**src/rtl/oled_pkg.sv**
```systemverilog
// Shared constants and pixel types for the 96x64 RGB565 PMOD OLED pixel path.
package oled_pkg;

    localparam int OLED_WIDTH  = 32'd96;
    localparam int OLED_HEIGHT = 32'd64;
    localparam int OLED_PIXELS = OLED_WIDTH * OLED_HEIGHT;
    localparam int PIXEL_IDX_W = 32'd13;

    typedef logic [15:0] rgb565_t;

    localparam rgb565_t COLOR_BLACK        = 16'h0000;
    localparam rgb565_t COLOR_RED          = 16'hF800;
    localparam rgb565_t COLOR_GREEN        = 16'h07E0;
    localparam rgb565_t COLOR_BLUE         = 16'h001F;
    localparam rgb565_t COLOR_WHITE        = 16'hFFFF;
    localparam rgb565_t IDLE_COLOR_DEFAULT = COLOR_BLACK;

endpackage

```
**src/rtl/oled_rr_pick.sv**
```systemverilog
// Combinational round-robin picker: first set bit of req searching upward
// from start, wrapping modulo N.
module oled_rr_pick #(
    parameter int N = 32'd4,
    parameter int W = $clog2(N)
) (
    input  logic [N-1:0] req,
    input  logic [W-1:0] start,
    output logic         found,
    output logic [W-1:0] idx
);

    // Scan from the farthest offset down so the nearest requester is written last.
    always_comb begin
        found = 1'b0;
        idx   = '0;
        for (int i = N - 1; i >= 0; i--) begin
            int           pos_s;
            logic [W-1:0] cand_s;
            pos_s = int'(start) + i;
            if (pos_s >= N) begin
                pos_s = pos_s - N;
            end else begin
                pos_s = pos_s;
            end
            cand_s = pos_s[W-1:0];
            if (req[cand_s]) begin
                found = 1'b1;
                idx   = cand_s;
            end else begin
                found = found;
            end
        end
    end

endmodule

```
**src/rtl/oled_frame_arbiter.sv**
```systemverilog
// Frame-aligned round-robin arbiter sharing the OLED pixel stream between
// several pixel sources, with a per-owner frame quota while others wait.
module oled_frame_arbiter
    import oled_pkg::*;
#(
    parameter int      NUM_CLIENTS = 32'd4,
    parameter int      MAX_FRAMES  = 32'd60,
    parameter rgb565_t IDLE_COLOR  = IDLE_COLOR_DEFAULT,
    localparam int     OWNER_W     = $clog2(NUM_CLIENTS)
) (
    input  logic                      clk,
    input  logic                      reset,
    input  logic                      frame_begin,
    input  logic [PIXEL_IDX_W-1:0]    pixel_index,
    output logic [15:0]               pixel_data,
    input  logic [NUM_CLIENTS-1:0]    req,
    input  logic [16*NUM_CLIENTS-1:0] client_pixel_data,
    output logic [PIXEL_IDX_W-1:0]    client_pixel_index,
    output logic [NUM_CLIENTS-1:0]    grant,
    output logic                      grant_valid,
    output logic [OWNER_W-1:0]        owner_id,
    output logic                      owner_frame_start,
    output logic [7:0]                frames_held
);

    localparam logic ST_IDLE  = 1'b0;
    localparam logic ST_OWNED = 1'b1;

    function automatic logic [OWNER_W-1:0] inc_mod(input logic [OWNER_W-1:0] x);
        if (int'(x) == NUM_CLIENTS - 32'd1) begin
            return '0;
        end else begin
            return x + OWNER_W'(1'b1);
        end
    endfunction

    function automatic logic [NUM_CLIENTS-1:0] onehot(input logic [OWNER_W-1:0] i);
        logic [NUM_CLIENTS-1:0] v;
        v    = '0;
        v[i] = 1'b1;
        return v;
    endfunction

    logic                   state_r;
    logic [OWNER_W-1:0]     owner_r;
    logic [OWNER_W-1:0]     last_owner_r;
    logic [7:0]             frames_held_r;
    logic [NUM_CLIENTS-1:0] grant_r;
    logic                   ofs_r;

    logic                   nxt_state_s;
    logic [OWNER_W-1:0]     nxt_owner_s;
    logic [OWNER_W-1:0]     nxt_last_s;
    logic [7:0]             nxt_frames_s;

    logic [OWNER_W-1:0]     rel_start_s;
    logic                   rel_found_s;
    logic [OWNER_W-1:0]     rel_idx_s;
    logic [NUM_CLIENTS-1:0] others_s;
    logic                   rot_found_s;
    logic [OWNER_W-1:0]     rot_idx_s;
    logic                   quota_hit_s;

    logic [15:0]            slice_s [NUM_CLIENTS];

    assign rel_start_s = (state_r == ST_OWNED) ? inc_mod(owner_r) : inc_mod(last_owner_r);
    assign others_s    = req & ~onehot(owner_r);
    assign quota_hit_s = ({1'b0, frames_held_r} + 9'd1) >= 9'(MAX_FRAMES);

    // Grant from idle, or hand over when the owner has dropped its request.
    oled_rr_pick #(.N(NUM_CLIENTS), .W(OWNER_W)) u_pick_release (
        .req   (req),
        .start (rel_start_s),
        .found (rel_found_s),
        .idx   (rel_idx_s)
    );

    // Quota rotation only considers clients other than the current owner.
    oled_rr_pick #(.N(NUM_CLIENTS), .W(OWNER_W)) u_pick_rotate (
        .req   (others_s),
        .start (inc_mod(owner_r)),
        .found (rot_found_s),
        .idx   (rot_idx_s)
    );

    // Ownership decision applied at the next frame boundary.
    always_comb begin
        nxt_state_s  = state_r;
        nxt_owner_s  = owner_r;
        nxt_last_s   = last_owner_r;
        nxt_frames_s = frames_held_r;
        case (state_r)
            ST_IDLE: begin
                if (rel_found_s) begin
                    nxt_state_s  = ST_OWNED;
                    nxt_owner_s  = rel_idx_s;
                    nxt_last_s   = rel_idx_s;
                    nxt_frames_s = 8'd0;
                end else begin
                    nxt_state_s  = ST_IDLE;
                end
            end
            ST_OWNED: begin
                if (!req[owner_r]) begin
                    if (rel_found_s) begin
                        nxt_owner_s  = rel_idx_s;
                        nxt_last_s   = rel_idx_s;
                        nxt_frames_s = 8'd0;
                    end else begin
                        nxt_state_s  = ST_IDLE;
                        nxt_owner_s  = '0;
                        nxt_frames_s = 8'd0;
                    end
                end else if (rot_found_s && quota_hit_s) begin
                    nxt_owner_s  = rot_idx_s;
                    nxt_last_s   = rot_idx_s;
                    nxt_frames_s = 8'd0;
                end else begin
                    nxt_frames_s = (frames_held_r == 8'hFF) ? 8'hFF : frames_held_r + 8'd1;
                end
            end
            default: begin
                nxt_state_s  = ST_IDLE;
                nxt_owner_s  = '0;
                nxt_frames_s = 8'd0;
            end
        endcase
    end

    // Arbitration registers: move only on frame_begin, reset has priority.
    always_ff @(posedge clk) begin
        if (reset) begin
            state_r       <= ST_IDLE;
            owner_r       <= '0;
            last_owner_r  <= OWNER_W'(NUM_CLIENTS - 32'd1);
            frames_held_r <= 8'd0;
            grant_r       <= '0;
            ofs_r         <= 1'b0;
        end else if (frame_begin) begin
            state_r       <= nxt_state_s;
            owner_r       <= nxt_owner_s;
            last_owner_r  <= nxt_last_s;
            frames_held_r <= nxt_frames_s;
            grant_r       <= (nxt_state_s == ST_OWNED) ? onehot(nxt_owner_s) : '0;
            ofs_r         <= (nxt_state_s == ST_OWNED);
        end else begin
            ofs_r         <= 1'b0;
        end
    end

    for (genvar k = 0; k < NUM_CLIENTS; k++) begin : g_slice
        assign slice_s[k] = client_pixel_data[16*k +: 16];
    end

    // Pixel mux; the select comes from frame-stable registers.
    always_comb begin
        pixel_data = IDLE_COLOR;
        if (state_r == ST_OWNED) begin
            pixel_data = slice_s[owner_r];
        end else begin
            pixel_data = IDLE_COLOR;
        end
    end

    assign client_pixel_index = pixel_index;
    assign grant              = grant_r;
    assign grant_valid        = state_r;
    assign owner_id           = owner_r;
    assign owner_frame_start  = ofs_r;
    assign frames_held        = frames_held_r;

endmodule

```
**config.mk**
```make
export PLATFORM = sky130hd
export DESIGN_NAME = oled_frame_arbiter
export DESIGN_NICKNAME = d
export VERILOG_FILES = /design/src/rtl/oled_pkg.sv /design/src/rtl/oled_rr_pick.sv /design/src/rtl/oled_frame_arbiter.sv
export SDC_FILE = /design/constraint.sdc
export NUM_CORES = 1
export LEC_CHECK = 0
export ABC_AREA = 0
export BUFFER_PORTS_ARGS = -buffer_cell sky130_fd_sc_hd__buf_4
export CORE_MARGIN = 2
export CORE_UTILIZATION = 39
export CTS_CLUSTER_DIAMETER = 60
export DETAILED_ROUTE_END_ITERATION = 8
export HOLD_SLACK_MARGIN = 0.1
export PLACE_DENSITY = 0.78
export SYNTH_ARGS = -nofsm -noshare
export SYNTH_HDL_FRONTEND = slang
export SYNTH_SLANG_ARGS = --single-unit
```
**constraint.sdc**
```tcl
create_clock -name clk -period 3 [get_ports clk]
set_clock_uncertainty 0.15 [all_clocks]
set_input_delay 0.15 -clock clk [delete_from_list [all_inputs] [get_ports clk]]
set_output_delay 0.15 -clock clk [all_outputs]
set_load 0.005 [all_outputs]
```
==> reports/metrics.csv <==
metric;value;unit
peak supply drop;291;µV
dpl ws;318;ps
post-DP HPWL;4830;µm
placed instance count;373;
fin crit share;90.2;%
antenna violations before repair;0;
asr flop ratio synth;0;%
vias in the first global route;1904;
Area Overhead vs Synth;39.2;%
Slew Viols, Final;0;
#FFs+latches synth;18;
area fraction of the dominant cell type after synthesis;18.1;%
met1 usage;24.2;%
Synth area leaders;dfxtp_1 (18%), mux4_2 (18%), and2_1 (6.3%);
synthesized instance count;227;
drt initial violations;117;
clock share of power;20.6;%
core area;0.00482;mm²
Mapped Area;0.00199;mm²
cell count of the worst reg-to-reg path;8;
Antenna Violating Nets Remaining;0;
Max Fclk;370;MHz
most frequent cells in the layout;buf_4 (108), and2_1 (20), a21oi_1 (17), dfxtp_1 (17), mux4_2 (16);
TritonRoute pass-1 iters;4;
CP startpoint kind;flop;
yosys warns;0;
outcome;finished clean;
die area;0.00569;mm²
chip width;75.4;µm
setup bufs post-CTS;0;
Max-Cap Viols;0;
Design Power;0.000808;W
RSZ-0062 raised after global routing;false;
Clk pin slew, worst setup/hold paths;60;ps
P per Cell Area;292;mW/mm²
worst setup path endpoint;grant[2];
min-delay worst type;in -> out;
Synth area leader;dfxtp_1;
Internal;0.000560;W
RD Place Congestion;0.855;
DR vias/cell;5.47;
Congestion Overflow GR;0;
met3 Track Usage GR;2.38;%
CTS Buf Count;3;
Tot GR Track Use;19.7;%
worst r2r src;owner_id[0];
top-level I/O count;129;
H-tree depth;1;
Vias;2069;
min cycle time layout;2710;ps
sequential area share after synthesis;18.1;%
GRT busiest layer;met2;
Worst-Margin Slew;642;ps
Avg Cell Area, Syn;8.76;µm²
Antenna diodes;0;
Reg area;362;µm²
slowest CP cell;or4_4;
multi-input logic area;0.00142;mm²
# port buffers;102;
Critical Path Fanout Max;10;
relative slew slack;57.1;%
Initial Utilization;41.3;%
kind of critical path;reg -> reg;
nets@finish;403;
crit-path max cell delay;520;ps
CTS tree;yes;
CP cell instances;inv_1 -> ha_1 -> mux2i_1 -> a31oi_1 -> o311a_1 -> or4_4 -> nand3_2 -> o32ai_1;
DRC viols;0;
CP Buf/Inv Count;1;
Non-Filler Instances;378;
deepest clock path buffer count;2;
syn nets;317;
reg2reg end;grant[2];
Worst Path Required;2980;ps
endpoints failing setup;0;
sequential power share;32.6;%
CP Data Arrival Time;2690;ps
WL final;6030;µm
post-CTS resize count;0;
R2R setup slack;290;ps
Crit path depth;8;
commonest non-fill, non-tap cell in the layout;buf_4;
Clk Latency, worst-skew pair;250;ps
Num Clock Sinks;18;
Comb power frac;46.8;%
CP Capture Type;flop;
Synth cell types;57;
Worst Setup SP;owner_id[0];
net load switching power;0.000248;W
Die Ht;75.4;µm
met2 global-route usage;36.0;%
WL/cell;16.0;µm
largest net degree at the start of global routing;21;
switching fraction of total power;30.7;%
Lkg Pwr;1.19;nW
Cell Rows;25;
Root Driver;clkbuf_8;
fin worst setup slack;295;ps
layout cell share with drive strength beyond 1;44.4;%
global-route wire length before repair;8750;µm
setup TNS;0;ps
fillers;434;
ys flop type;dfxtp_1;
number of flops mapped to enable cells by yosys;0;
CP top delay family;simple AND/OR/NAND/NOR gates;
Hold Vio Cnt, Final;0;
[state kept, by name, summed over array words and instances, names as in the netlist]
signal             flops
last_owner_r           2
grant_valid            1
owner_frame_start      1
grant                  4
owner_id               2
frames_held            8
[routing by layer]
metal	routed length, µm	vias up
met2	3170	68
met4	87	0
met3	369	12
li1	-	1014
met5	0	-
met1	2400	975
[kinds of logic after synthesis]
kind of cell               Yosys count  share of synthesized area (%)
AOI/OAI and AO/OA                   62                           23.0
adders and majority gates            6                           3.77
buffers and inverters               38                           10.6
DFF                                 18                           18.1
muxes                               19                           20.4
and+or+nand+nor                     84                           24.2
[power by group through the flow]
stage	Combinational, W	Clock [W]	Sequential [W]
6_report	0.000378	0.000167	0.000263
5_1_grt	0.000417	0.000179	0.000265
4_1_cts	0.000380	0.000168	0.000263
3_5_place_dp	0.000378	0	0.000268
3_3_place_gp	0.000367	0	0.000268
2_1_floorplan	0.000240	0	0.000268
[worst register-to-register path, stage by stage (launching register included)]
cell     delay (ps)
dfxtp_2         350
inv_1            60
ha_1            420
mux2i_1         400
a31oi_1          80
o311a_1         390
or4_4           520
nand3_2         130
o32ai_1         100
[cell type report]
class                           instances  share of cell area [%]
Inverter                                9                    1.22
Timing Repair Buffer                  110                    30.0
Clock buffer                            3                    1.49
Tap cell                               67                    3.03
Sequential cell                        18                    13.1
Multi-Input combinational cell        171                    51.2
[repair_timing]
action                                 in CTS  in global routing
setup endpoints to repair                   0                  0
endpoints found under the hold margin      15                  0
hold buffers                                2                  0
[metrics by stage]
step / utilization, % / hold WS (ps) / area, µm²
floorplan: - / 194 / 2010
global placement: 56.2 / 150 / 2710
global route: 57.5 / 150 / 2770
detailed placement: 56.2 / 150 / 2710
finish: 57.5 / 150 / 2770
CTS: 57.5 / 150 / 2770
[worst min-delay path by stage]
stage / startpoint / slack (ps) / cells past startpoint / endpoint
2_1_floorplan: reset / 190 / 2 / grant[3]
3_3_place_gp: pixel_index[11] / 150 / 0 / client_pixel_index[11]
3_5_place_dp: pixel_index[11] / 150 / 0 / client_pixel_index[11]
4_1_cts: pixel_index[11] / 150 / 0 / client_pixel_index[11]
5_1_grt: pixel_index[7] / 150 / 0 / client_pixel_index[7]
6_report: pixel_index[10] / 150 / 0 / client_pixel_index[10]
[cells in the mapped netlist (6+ instances only)]
master,number
and2_1,20
buf_2,6
clkbuf_1,8
nor3_1,6
nand3_1,9
nand2_1,13
inv_1,8
ha_1,6
nor2_1,8
mux4_2,16
nand2b_1,12
buf_4,14
dfxtp_1,18
a21oi_1,17
No activity file was read; power rests on OpenSTA's default activity.
